**src/rtl/key_conditioner.sv**
```systemverilog
// key_conditioner: synchronises, debounces and edge-detects 16 tenkey and 3
// function-button levels into mutually exclusive single-cycle press pulses.
// Ports: clock, reset (async, active-low); key_raw/clear_raw/plus_raw/equal_raw
// raw switch levels; keys/clear/plus/equal press pulses; held = any input pressed.
module key_conditioner #(
   parameter int DIV        = 50000,
   parameter int SAMPLES    = 4,
   parameter bit ACTIVE_LOW = 1'b1
) (
   input  logic        clock,
   input  logic        reset,
   input  logic [15:0] key_raw,
   input  logic        clear_raw,
   input  logic        plus_raw,
   input  logic        equal_raw,
   output logic [15:0] keys,
   output logic        clear,
   output logic        plus,
   output logic        equal,
   output logic        held
);

   localparam int NIN = 19;
   localparam int CW  = (DIV > 1) ? $clog2(DIV) : 1;

   logic [NIN-1:0]              raw_in;
   logic [NIN-1:0]              sync1_q, sync1_d;
   logic [NIN-1:0]              sync2_q, sync2_d;
   logic [CW-1:0]               cnt_q, cnt_d;
   logic                        tick;
   logic [NIN-1:0][SAMPLES-1:0] hist_q, hist_d;
   logic [NIN-1:0]              deb_q, deb_d;
   logic [NIN-1:0]              rise;
   logic [NIN-1:0]              pulse_q, pulse_d;
   logic                        held_q, held_d;
   logic                        found;

   // Bit order doubles as the arbitration order: lowest index wins.
   // 0 = clear, 1 = equal, 2 = plus, 3+i = key i. Internally 1 = pressed.
   assign raw_in = ACTIVE_LOW ? ~{key_raw, plus_raw, equal_raw, clear_raw}
                              :  {key_raw, plus_raw, equal_raw, clear_raw};

   always_comb begin
      sync1_d = raw_in;
      sync2_d = sync1_q;

      tick  = (cnt_q == CW'(DIV - 1));
      cnt_d = tick ? '0 : cnt_q + CW'(1);

      hist_d = hist_q;
      deb_d  = deb_q;
      if (tick) begin
         for (int i = 0; i < NIN; i++) begin
            hist_d[i] = {hist_q[i][SAMPLES-2:0], sync2_q[i]};
            // A mixed history holds the previous debounced state.
            if (&hist_d[i]) begin
               deb_d[i] = 1'b1;
            end else if (~|hist_d[i]) begin
               deb_d[i] = 1'b0;
            end
         end
      end

      // deb_d only differs from deb_q on a tick, so rise is tick-qualified.
      rise = deb_d & ~deb_q;

      // Losers are simply dropped; their debounced state has already moved
      // to pressed, so they cannot fire again until released.
      pulse_d = '0;
      found   = 1'b0;
      for (int i = 0; i < NIN; i++) begin
         if (rise[i] && !found) begin
            pulse_d[i] = 1'b1;
            found      = 1'b1;
         end
      end

      held_d = |deb_d;
   end

   always_ff @(posedge clock or negedge reset) begin
      if (!reset) begin
         sync1_q <= '0;
         sync2_q <= '0;
         cnt_q   <= '0;
         hist_q  <= '0;
         deb_q   <= '0;
         pulse_q <= '0;
         held_q  <= 1'b0;
      end else begin
         sync1_q <= sync1_d;
         sync2_q <= sync2_d;
         cnt_q   <= cnt_d;
         hist_q  <= hist_d;
         deb_q   <= deb_d;
         pulse_q <= pulse_d;
         held_q  <= held_d;
      end
   end

   assign clear = pulse_q[0];
   assign equal = pulse_q[1];
   assign plus  = pulse_q[2];
   assign keys  = pulse_q[NIN-1:3];
   assign held  = held_q;

endmodule

```
**config.mk**
```make
export PLATFORM = sky130hd
export DESIGN_NAME = key_conditioner
export DESIGN_NICKNAME = d
export VERILOG_FILES = /design/src/rtl/key_conditioner.sv
export SDC_FILE = /design/constraint.sdc
export NUM_CORES = 1
export LEC_CHECK = 0
export ABC_AREA = 1
export CORE_MARGIN = 2
export CORE_UTILIZATION = 55
export CTS_CLUSTER_DIAMETER = 60
export DETAILED_ROUTE_END_ITERATION = 10
export GPL_ROUTABILITY_DRIVEN = 0
export PLACE_DENSITY = 0.75
export SETUP_SLACK_MARGIN = 0.2
export SYNTH_ARGS = -nofsm -noshare
export SYNTH_HDL_FRONTEND = slang
export SYNTH_SLANG_ARGS = --single-unit
export TNS_END_PERCENT = 5
```
**constraint.sdc**
```tcl
create_clock -name clock -period 2.31 [get_ports clock]
set_input_delay 0.462 -clock clock [delete_from_list [all_inputs] [get_ports clock]]
set_output_delay 0.462 -clock clock [all_outputs]
set_load 0.03 [all_outputs]
```
==> results of run 1 <==
## kinds of logic after synthesis
family | Yosys count
XOR/XNOR | 2
AND/OR/NAND/NOR | 285
AO/OA/AOI/OAI | 71
buffers and inverters | 107
flip-flops | 150
adder cells (fa/ha/maj) | 1
## power groups by stage
stage               clock (W)  sequential, W  combinational [W]
CTS                   0.00253        0.00268           0.000107
floorplan                   0        0.00272         0.00000901
global placement            0        0.00272           0.000102
detailed placement          0        0.00273           0.000105
global route          0.00266        0.00268           0.000118
finish                0.00249        0.00268           0.000102
## stage by stage
stage / cells / util / worst slack (ps)
2_1_floorplan: 616 / - / 299.1
3_3_place_gp: 804 / 0.6396 / -14.32
3_5_place_dp: 804 / 0.6396 / -88.51
4_1_cts: 851 / 0.7115 / -46.00
5_1_grt: 852 / 0.7183 / -177.3
6_report: 852 / 0.7183 / 14.19
## path summary, 6_finish.rpt
path | from | endpoint | slack (ps)
worst max register to register | cnt_q[0] | pulse_q[18] | 10
max in group asynchronous | reset | deb_q[2] | 1200
worst max-delay path | cnt_q[0] | pulse_q[18] | 10
min in group asynchronous | reset | cnt_q[14] | 430
worst min register to register | sync1_q[15] | sync2_q[15] | 340
worst min-delay path | sync1_q[15] | sync2_q[15] | 340
## timing repair
action,4_1_cts,5_1_grt
pin swaps,16,14
setup buffers,15,1
resized for setup,24,13
endpoints found under the hold margin,43,0
endpoints found under the setup margin,11,18
hold buffers,1,0
## cells in the mapped netlist (3+ instances only)
library cell	number	area share
buf_1	3	0.0019
nor2_2	10	0.011
inv_1	91	0.058
a21oi_1	19	0.016
nor2_1	75	0.047
or2_2	7	0.0074
o21bai_1	8	0.010
clkbuf_1	8	0.0051
dfrtp_1	150	0.63
nand2_2	3	0.0032
o21ai_0	29	0.024
nand3_1	17	0.014
o21a_1	4	0.0051
nor4_1	5	0.0053
nor3_1	19	0.016
nand2_1	116	0.073
nand4_1	21	0.022
## flip-flops by register name, summed over array words and instances, names as in the netlist
register,cells
sync1_q,19
sync2_q,19
held,1
cnt_q,16
pulse_q,19
hist_q,57
deb_q,19
## metal layers
layer / vias to the layer above / part of all wire / GRT usage
met5: - / 0 / 0
met1: 2159 / 0.43 / 0.2902
li1: 2125 / - / -
met3: 19 / 0.036 / 0.06659
met4: 0 / 0.020 / 0.1035
met2: 99 / 0.51 / 0.3899
## area by class of cell
class	instances	area, µm²	area share
flip-flops and latches	150	3754	0.5017
multi-input cells	359	1899	0.2538
repair buffers	83	782.0	0.1045
clock buffers	20	425.4	0.05686
inverters	93	349.1	0.04666
well taps	136	170.2	0.02274
clock inverters	11	102.6	0.01371
==> flow_metrics.tcl, run 1 <==
set metrics [dict create \
    placed_cell_area_mm2 0.006663 \
    power_switching_share 0.2160 \
    drtAntennaViolNets 0 \
    grt_max_degree 54 \
    grt_antenna_before_repair 0 \
    final_net_count 726 \
    setup_violations 0 \
    drive_gt1_frac 0.1732 \
    clkPwrFrac 0.472 \
    die_area_mm2 0.01165 \
    power_w 0.005269 \
    cts-root-buf "clkbuf_8" \
    comb_power_share 0.019 \
    start_util 0.5702 \
    p_seq_frac 0.508 \
    crit_arrival_ps 2760 \
    die_w_um 107.9 \
    wl_per_cell_um 14.39 \
    rows 37 \
    num_io_pins 41 \
    synthAdderAreaFrac 0.002107 \
    max_freq_mhz 435.6 \
    mostFrequentLayoutCells "dfrtp_1, nand2_1, inv_1" \
    syn_inst 616 \
    drcViolationCount 0 \
    dp_hpwl_um 8180 \
    hold_ws_ps 343.6 \
    hold_path_class "flip-flop to flip-flop" \
    worstPathMaxFanout 4 \
    ys_async_sr_fraction 1.000 \
    ir_drop_uv 673.5 \
    yosysSeqAreaShare 0.6320 \
    critPathMostFrequentCell "nand4_1" \
    synth_seq_cells 150 \
    synth_xor_area_frac 0.002949 \
    crit_chain "ha_2 -> nand3_1 -> nor2_2 -> nand4_1 -> nand2_2 -> inv_1 -> nand4_1 -> nor2_2 -> nand4_1 -> nor2_2 -> nand4_4 -> nor2_4 -> nand4_1 -> nor2_1" \
    grt_pass1_vias 4567 \
    antenna_cells 0 \
    maxSlewHeadroom 0.5972 \
    power_density_mw_per_mm2 704.3 \
    crit_cells 14 \
    grt_first_pass_wirelength_um 20740 \
    cp_slowest_stage_delay_ps 400 \
    worst_pin_slew_ps 597.9 \
    port-buffer-count 40 \
    switching_power_w 0.001138 \
    cts_max_path_buffers 2 \
    clock-sinks 150 \
    synth-edff-count 0 \
    final_common_cell "dfrtp_1" \
    cts_made_buffers 17 \
    design_area_mm2 0.007482 \
    clk_pin_slew_ps 60 \
    drt_pass1_iterations 5 \
    synth_cell_type_count 40 \
    synth_ff_type "dfrtp_1" \
    via_count 4402 \
    worstSetupPathType "flip-flop to flip-flop" \
    finalCritPeriodShare 0.9939 \
    synth.net_count 638 \
    hold_viol 0 \
    synth_mux_area_frac 0 \
    synthToLayoutAreaGrowth_pct 25.97 \
    wl_um 12260 \
    yosys.area_share.simple 0.2187 \
    p_int_w 0.004131 \
    synth_compound_area_frac 0.07394 \
    drt_first_iter_violations 266 \
    cts_tree "yes" \
    ys_warn_count 0 \
    core-area_mm2 0.01042 \
    end_kind "flip-flop" \
    rsz0062_at_grt "yes" \
    finClkSkew_ps 9.901 \
    status "completed" \
    track_usage 0.2355 \
    cts_max_level 4 \
    finalMaxSlewViolations 0 \
    insertion_delay_ps 530 \
    period_needed_ps 2296 \
    rr_worst_depth 14 \
    start_kind "flip-flop" \
    maxCapViolations 0 \
    crit_buf_inv 1 \
    critPathSlowestCell "dfrtp_1" \
    fin_setup_tns_ps 0 \
    viasPerCell 5.167 \
    synth_top_family_by_area "simple AND/OR/NAND/NOR gates" \
    syn_area_per_cell_um2 9.642 \
    gr-total-overflow 0 \
    fillers 751 \
    syn_area_mm2 0.005939 \
    crit_family "simple AND/OR/NAND/NOR gates" \
    min_delay_path_depth 0 \
    dieHeight_um 107.9 \
    crit_required_ps 2770 \
    leakage_nw 3.658 \
]
Power figures use the tool's default switching activity.
==> run 2: changes to the inputs <==
- CORE_MARGIN: 2 -> not set
==> run 2 against run 1 <==
The run now ends with setup timing left. Sequential cell count unchanged. Critical endpoint is now held. Total power up 3.5%. Core utilization up 0.71 points. Design area up 0.99%. Clock power up 7%. Maximum frequency down 1.1%. Wire length up 2.1%. Non-clock buffer count down 5. Clock skew down 1.8 ps. Combinational power about the same.
==> flow_metrics.tcl, run 2 (synthesis results as in run 1) <==
set metrics [dict create \
    cts_made_buffers 17 \
    die_w_um 105.9 \
    start_util 0.5702 \
    worst_slack_ps -11.10 \
    viasPerCell 5.199 \
    cts_max_level 4 \
    crit_arrival_ps 2740 \
    critPathSlowestCell "dfrtp_1" \
    failed_checks "setup timing" \
    drive_gt1_frac 0.1807 \
    via_count 4419 \
    grt_pass1_vias 4559 \
    design_area_mm2 0.007556 \
    worstSetupPathType "flip-flop to flip-flop" \
    final_net_count 723 \
    critPathMostFrequentCell "nand2_2" \
    crit_required_ps 2720 \
    hold_path_class "flip-flop to flip-flop" \
    drt_first_iter_violations 211 \
    port-buffer-count 40 \
    cts-root-buf "clkbuf_8" \
    cp_slowest_stage_delay_ps 390 \
    clock-sinks 150 \
    clk_pin_slew_ps 60 \
    drcViolationCount 0 \
    power_density_mw_per_mm2 721.8 \
    maxSlewHeadroom 0.7415 \
    end_kind "flip-flop" \
    grt_first_pass_wirelength_um 20800 \
    final_cells 850 \
    placed_cells 808 \
    hold_ws_ps 346.7 \
    grt_max_degree 71 \
    die_area_mm2 0.01122 \
    finalMaxSlewViolations 0 \
    maxCapViolations 0 \
    gr-total-overflow 0 \
    top_register "hist_q" \
    wl_per_cell_um 14.73 \
    placed_cell_area_mm2 0.006705 \
    cts_max_path_buffers 2 \
    ir_drop_uv 557.7 \
    multi_input_area_mm2 0.001969 \
    worstPathMaxFanout 8 \
    dp_hpwl_um 8007 \
    status "complete, but fails checks" \
    mostFrequentLayoutCells "dfrtp_1, nand2_1, inv_1" \
    largest_register_ffs 57 \
    start_kind "flip-flop" \
    cts_tree "yes" \
    seqCellArea_mm2 0.003754 \
    crit_family "simple AND/OR/NAND/NOR gates" \
    rows 37 \
    num_io_pins 41 \
    power_w 0.005454 \
    track_usage 0.2460 \
    setup_violations 3 \
    grt_antenna_before_repair 0 \
    period_needed_ps 2321 \
    wl_um 12520 \
    dieHeight_um 105.9 \
    leakage_nw 3.671 \
    pre_cts_ws_ps -20.20 \
    worst_pin_slew_ps 383.7 \
    crit_chain "nand2_2 -> inv_1 -> nand2_2 -> nor2_4 -> nand2_8 -> buf_4 -> nor2_1 -> nand2_1 -> a32o_1 -> nor4_1 -> and3_1 -> nand3_1" \
    insertion_delay_ps 540 \
    fillers 735 \
    antenna_cells 0 \
    finalCritPeriodShare 1.005 \
    final_common_cell "dfrtp_1" \
    core-area_mm2 0.01042 \
    drt_pass1_iterations 5 \
    max_freq_mhz 430.8 \
    drtAntennaViolNets 0 \
    crit_buf_inv 2 \
    hold_viol 0 \
    finClkSkew_ps 8.116 \
    rsz0062_at_grt "yes" \
    synthToLayoutAreaGrowth_pct 27.22 \
]
-- run 2: per-stage QoR --
step           TNS, ps    util
2_1_floorplan        0       -
6_report        -19.69  0.7254
4_1_cts              0  0.7098
3_5_place_dp    -30.94  0.6437
5_1_grt          -1100  0.7254
3_3_place_gp    -23.33  0.6437
-- run 2: where the power goes --
| part | internal (W) | switching (W) |
|---|---|---|
| logic | 0.0000419 | 0.0000620 |
| clock network | 0.00163 | 0.00104 |
| registers | 0.00266 | 0.0000174 |
-- run 2: layout make-up --
cell class	count	area share
Clock inverter	10	0.01590
Sequential cell	150	0.4968
Multi-Input combinational cell	361	0.2606
Tap cell	136	0.02252
Timing Repair Buffer	78	0.09670
Clock buffer	22	0.06127
Inverter	93	0.04620
-- run 2: metal layers --
metal	wire length [µm]	part of all wire	vias up	GRT usage
li1	-	-	2128	-
met1	5372	0.43	2184	0.2995
met2	6479	0.52	83	0.4146
met3	415	0.033	24	0.07296
met4	250	0.020	0	0.09425
met5	0	0	-	0
-- run 2: path summary, 6_finish.rpt --
check / cells after the start / slack [ps] / start / endpoint
setup / recovery: 12 / -10 / cnt_q[9] / held
hold / removal: 0 / 350 / sync1_q[7] / sync2_q[7]
setup reg to reg: 12 / -10 / cnt_q[9] / held
hold reg to reg: 0 / 350 / sync1_q[7] / sync2_q[7]
max in group asynchronous: 3 / 1220 / reset / hist_q[54]
min in group asynchronous: 2 / 410 / reset / hist_q[22]
-- run 2: timing repair --
| action | in CTS | in global routing |
|---|---|---|
| buffers inserted | 4 | 3 |
| pin swaps | 4 | 20 |
| endpoints found under the hold margin | 36 | 0 |
| setup endpoints to repair | 11 | 23 |
| hold buffers | 1 | 0 |
| cloned | 2 | 0 |
| gates resized for setup | 9 | 31 |
==> run 3: changes to the inputs <==
- CTS_CLUSTER_DIAMETER: 60 -> not set
- REMOVE_ABC_BUFFERS: not set -> 1
==> run 3 against run 2 <==
The flow still finishes with violations (setup timing). Worst setup slack worse by 11 ps. Clock-buffer cell count is the same. Register-to-register slack is essentially flat. Critical path depth up 3. Worst hold slack improved by 0.70 ps. Total power grew 0.57%. Non-clock buffer count rose by 6. Highest routed layer unchanged. First-iteration DRC count up 30%. Clock skew increased by 1.6 ps. Cell count grew 0.47%. Sequential cell count unchanged.
==> flow_metrics.tcl, run 3 (synthesis results as in run 1) <==
set metrics [dict create \
    status "complete, but fails checks" \
    failed_checks "setup timing" \
    rsz0062_at_grt "yes" \
    worstSetupPathType "flip-flop to flip-flop" \
    pre_cts_ws_ps -230.0 \
    clk_pin_slew_ps 60 \
    power_density_mw_per_mm2 719.9 \
    grt_antenna_before_repair 0 \
    cts_made_buffers 17 \
    drtAntennaViolNets 0 \
    via_count 4505 \
    core-area_mm2 0.01042 \
    rr_worst_depth 15 \
    fillers 708 \
    grt_max_degree 59 \
    final_cells 854 \
    grt_pass1_vias 4436 \
    track_usage 0.2375 \
    largest_register_ffs 57 \
    maxCapViolations 0 \
    final_net_count 727 \
    insertion_delay_ps 520 \
    cts_max_path_buffers 2 \
    drt_first_iter_violations 275 \
    worstPathMaxFanout 5 \
    wl_um 12360 \
    period_needed_ps 2332 \
    placed_cells 808 \
    clock-sinks 150 \
    wl_per_cell_um 14.47 \
    start_kind "flip-flop" \
    cts_max_level 4 \
    num_io_pins 41 \
    synthToLayoutAreaGrowth_pct 28.27 \
    crit_arrival_ps 2780 \
    cts_tree "yes" \
    top_register "hist_q" \
    end_kind "flip-flop" \
    gr-total-overflow 0 \
    antenna_cells 0 \
    leakage_nw 3.743 \
    viasPerCell 5.275 \
    drcViolationCount 0 \
    die_w_um 105.9 \
    drt_pass1_iterations 4 \
    ir_drop_uv 577.2 \
    cts-root-buf "clkbuf_8" \
    maxSlewHeadroom 0.6330 \
    min_delay_path_depth 0 \
    die_area_mm2 0.01122 \
    mostFrequentLayoutCells "dfrtp_1, nand2_1, inv_1" \
    start_util 0.5702 \
    hold_viol 0 \
    finClkSkew_ps 9.759 \
    finalCritPeriodShare 1.010 \
    hold_path_class "flip-flop to flip-flop" \
    setup_violations 4 \
    postLayoutCoreUtil 0.7314 \
    final_common_cell "dfrtp_1" \
    finalMaxSlewViolations 0 \
    port-buffer-count 40 \
    grt_first_pass_wirelength_um 20090 \
    max_freq_mhz 428.8 \
    dieHeight_um 105.9 \
    dp_hpwl_um 7780 \
    worst_slack_ps -22.27 \
    drive_gt1_frac 0.1880 \
    crit_required_ps 2760 \
    worst_pin_slew_ps 550.5 \
    rows 37 \
]
-- run 3: where the power goes --
group / leakage, nW / switching (W) / internal, W / total, W
combinational: 1.46 / 0.0000606 / 0.0000427 / 0.000103
sequential: 1.99 / 0.0000171 / 0.00266 / 0.00268
clock: 0.288 / 0.00105 / 0.00166 / 0.00270
-- run 3: worst max-delay path: stages, from the launching register on --
cell and delay, ps:
dfrtp_1 420, ha_4 200, nand2_2 70, nor2_2 50, nand3_2 90, nor2_4 50, buf_6 130, nand4_1 110
nand4_1 150, nor2_2 130, nand4_1 160, nor2_2 210, nand4_4 140, nor2_4 120, nand4_1 100, nor2_1 120
-- run 3: metrics by stage --
step / area [µm²] / hold slack (ps) / setup TNS (ps) / total power [W]
finish: 7619 / 347.4 / -46.56 / 0.005485
global route: 7619 / 353.6 / -1028 / 0.005665
CTS: 7421 / 348.7 / -2.146 / 0.005539
detailed placement: 6705 / 334.7 / -312.3 / 0.002831
global placement: 6705 / 332.1 / -123.5 / 0.002827
floorplan: 5871 / 166.4 / -2594 / 0.002729
-- run 3: final timing paths --
path	endpoint	start	slack, ps
min in group asynchronous	sync2_q[7]	reset	480
max reg2reg	pulse_q[18]	cnt_q[0]	-20
max	pulse_q[18]	cnt_q[0]	-20
min	sync2_q[12]	sync1_q[12]	350
max in group asynchronous	hist_q[6]	reset	1190
min reg2reg	sync2_q[12]	sync1_q[12]	350
-- run 3: repair_timing --
| item | 4_1_cts | 5_1_grt |
|---|---|---|
| hold endpoints to repair | 55 | 0 |
| setup endpoints to repair | 11 | 16 |
| hold buffers | 1 | 0 |
| buffers inserted | 6 | 6 |
| gates cloned | 0 | 1 |
| gates resized for setup | 12 | 30 |
| pin swaps | 14 | 19 |
-- run 3: per-layer routing --
layer,up-vias,track usage,share of wire
met5,-,0,0
met4,0,0.1111,0.025
met3,33,0.06622,0.041
met2,128,0.3964,0.52
met1,2206,0.2871,0.41
li1,2138,-,-
-- run 3: final cells by class --
type	instances	area (µm²)	share of cell area
Clock buffer	22	473.0	0.06208
Clock inverter	10	120.1	0.01577
Inverter	93	349.1	0.04582
Multi-Input combinational cell	359	1963	0.2577
Sequential cell	150	3754	0.4927
Tap cell	136	170.2	0.02234
Timing Repair Buffer	84	789.5	0.1036
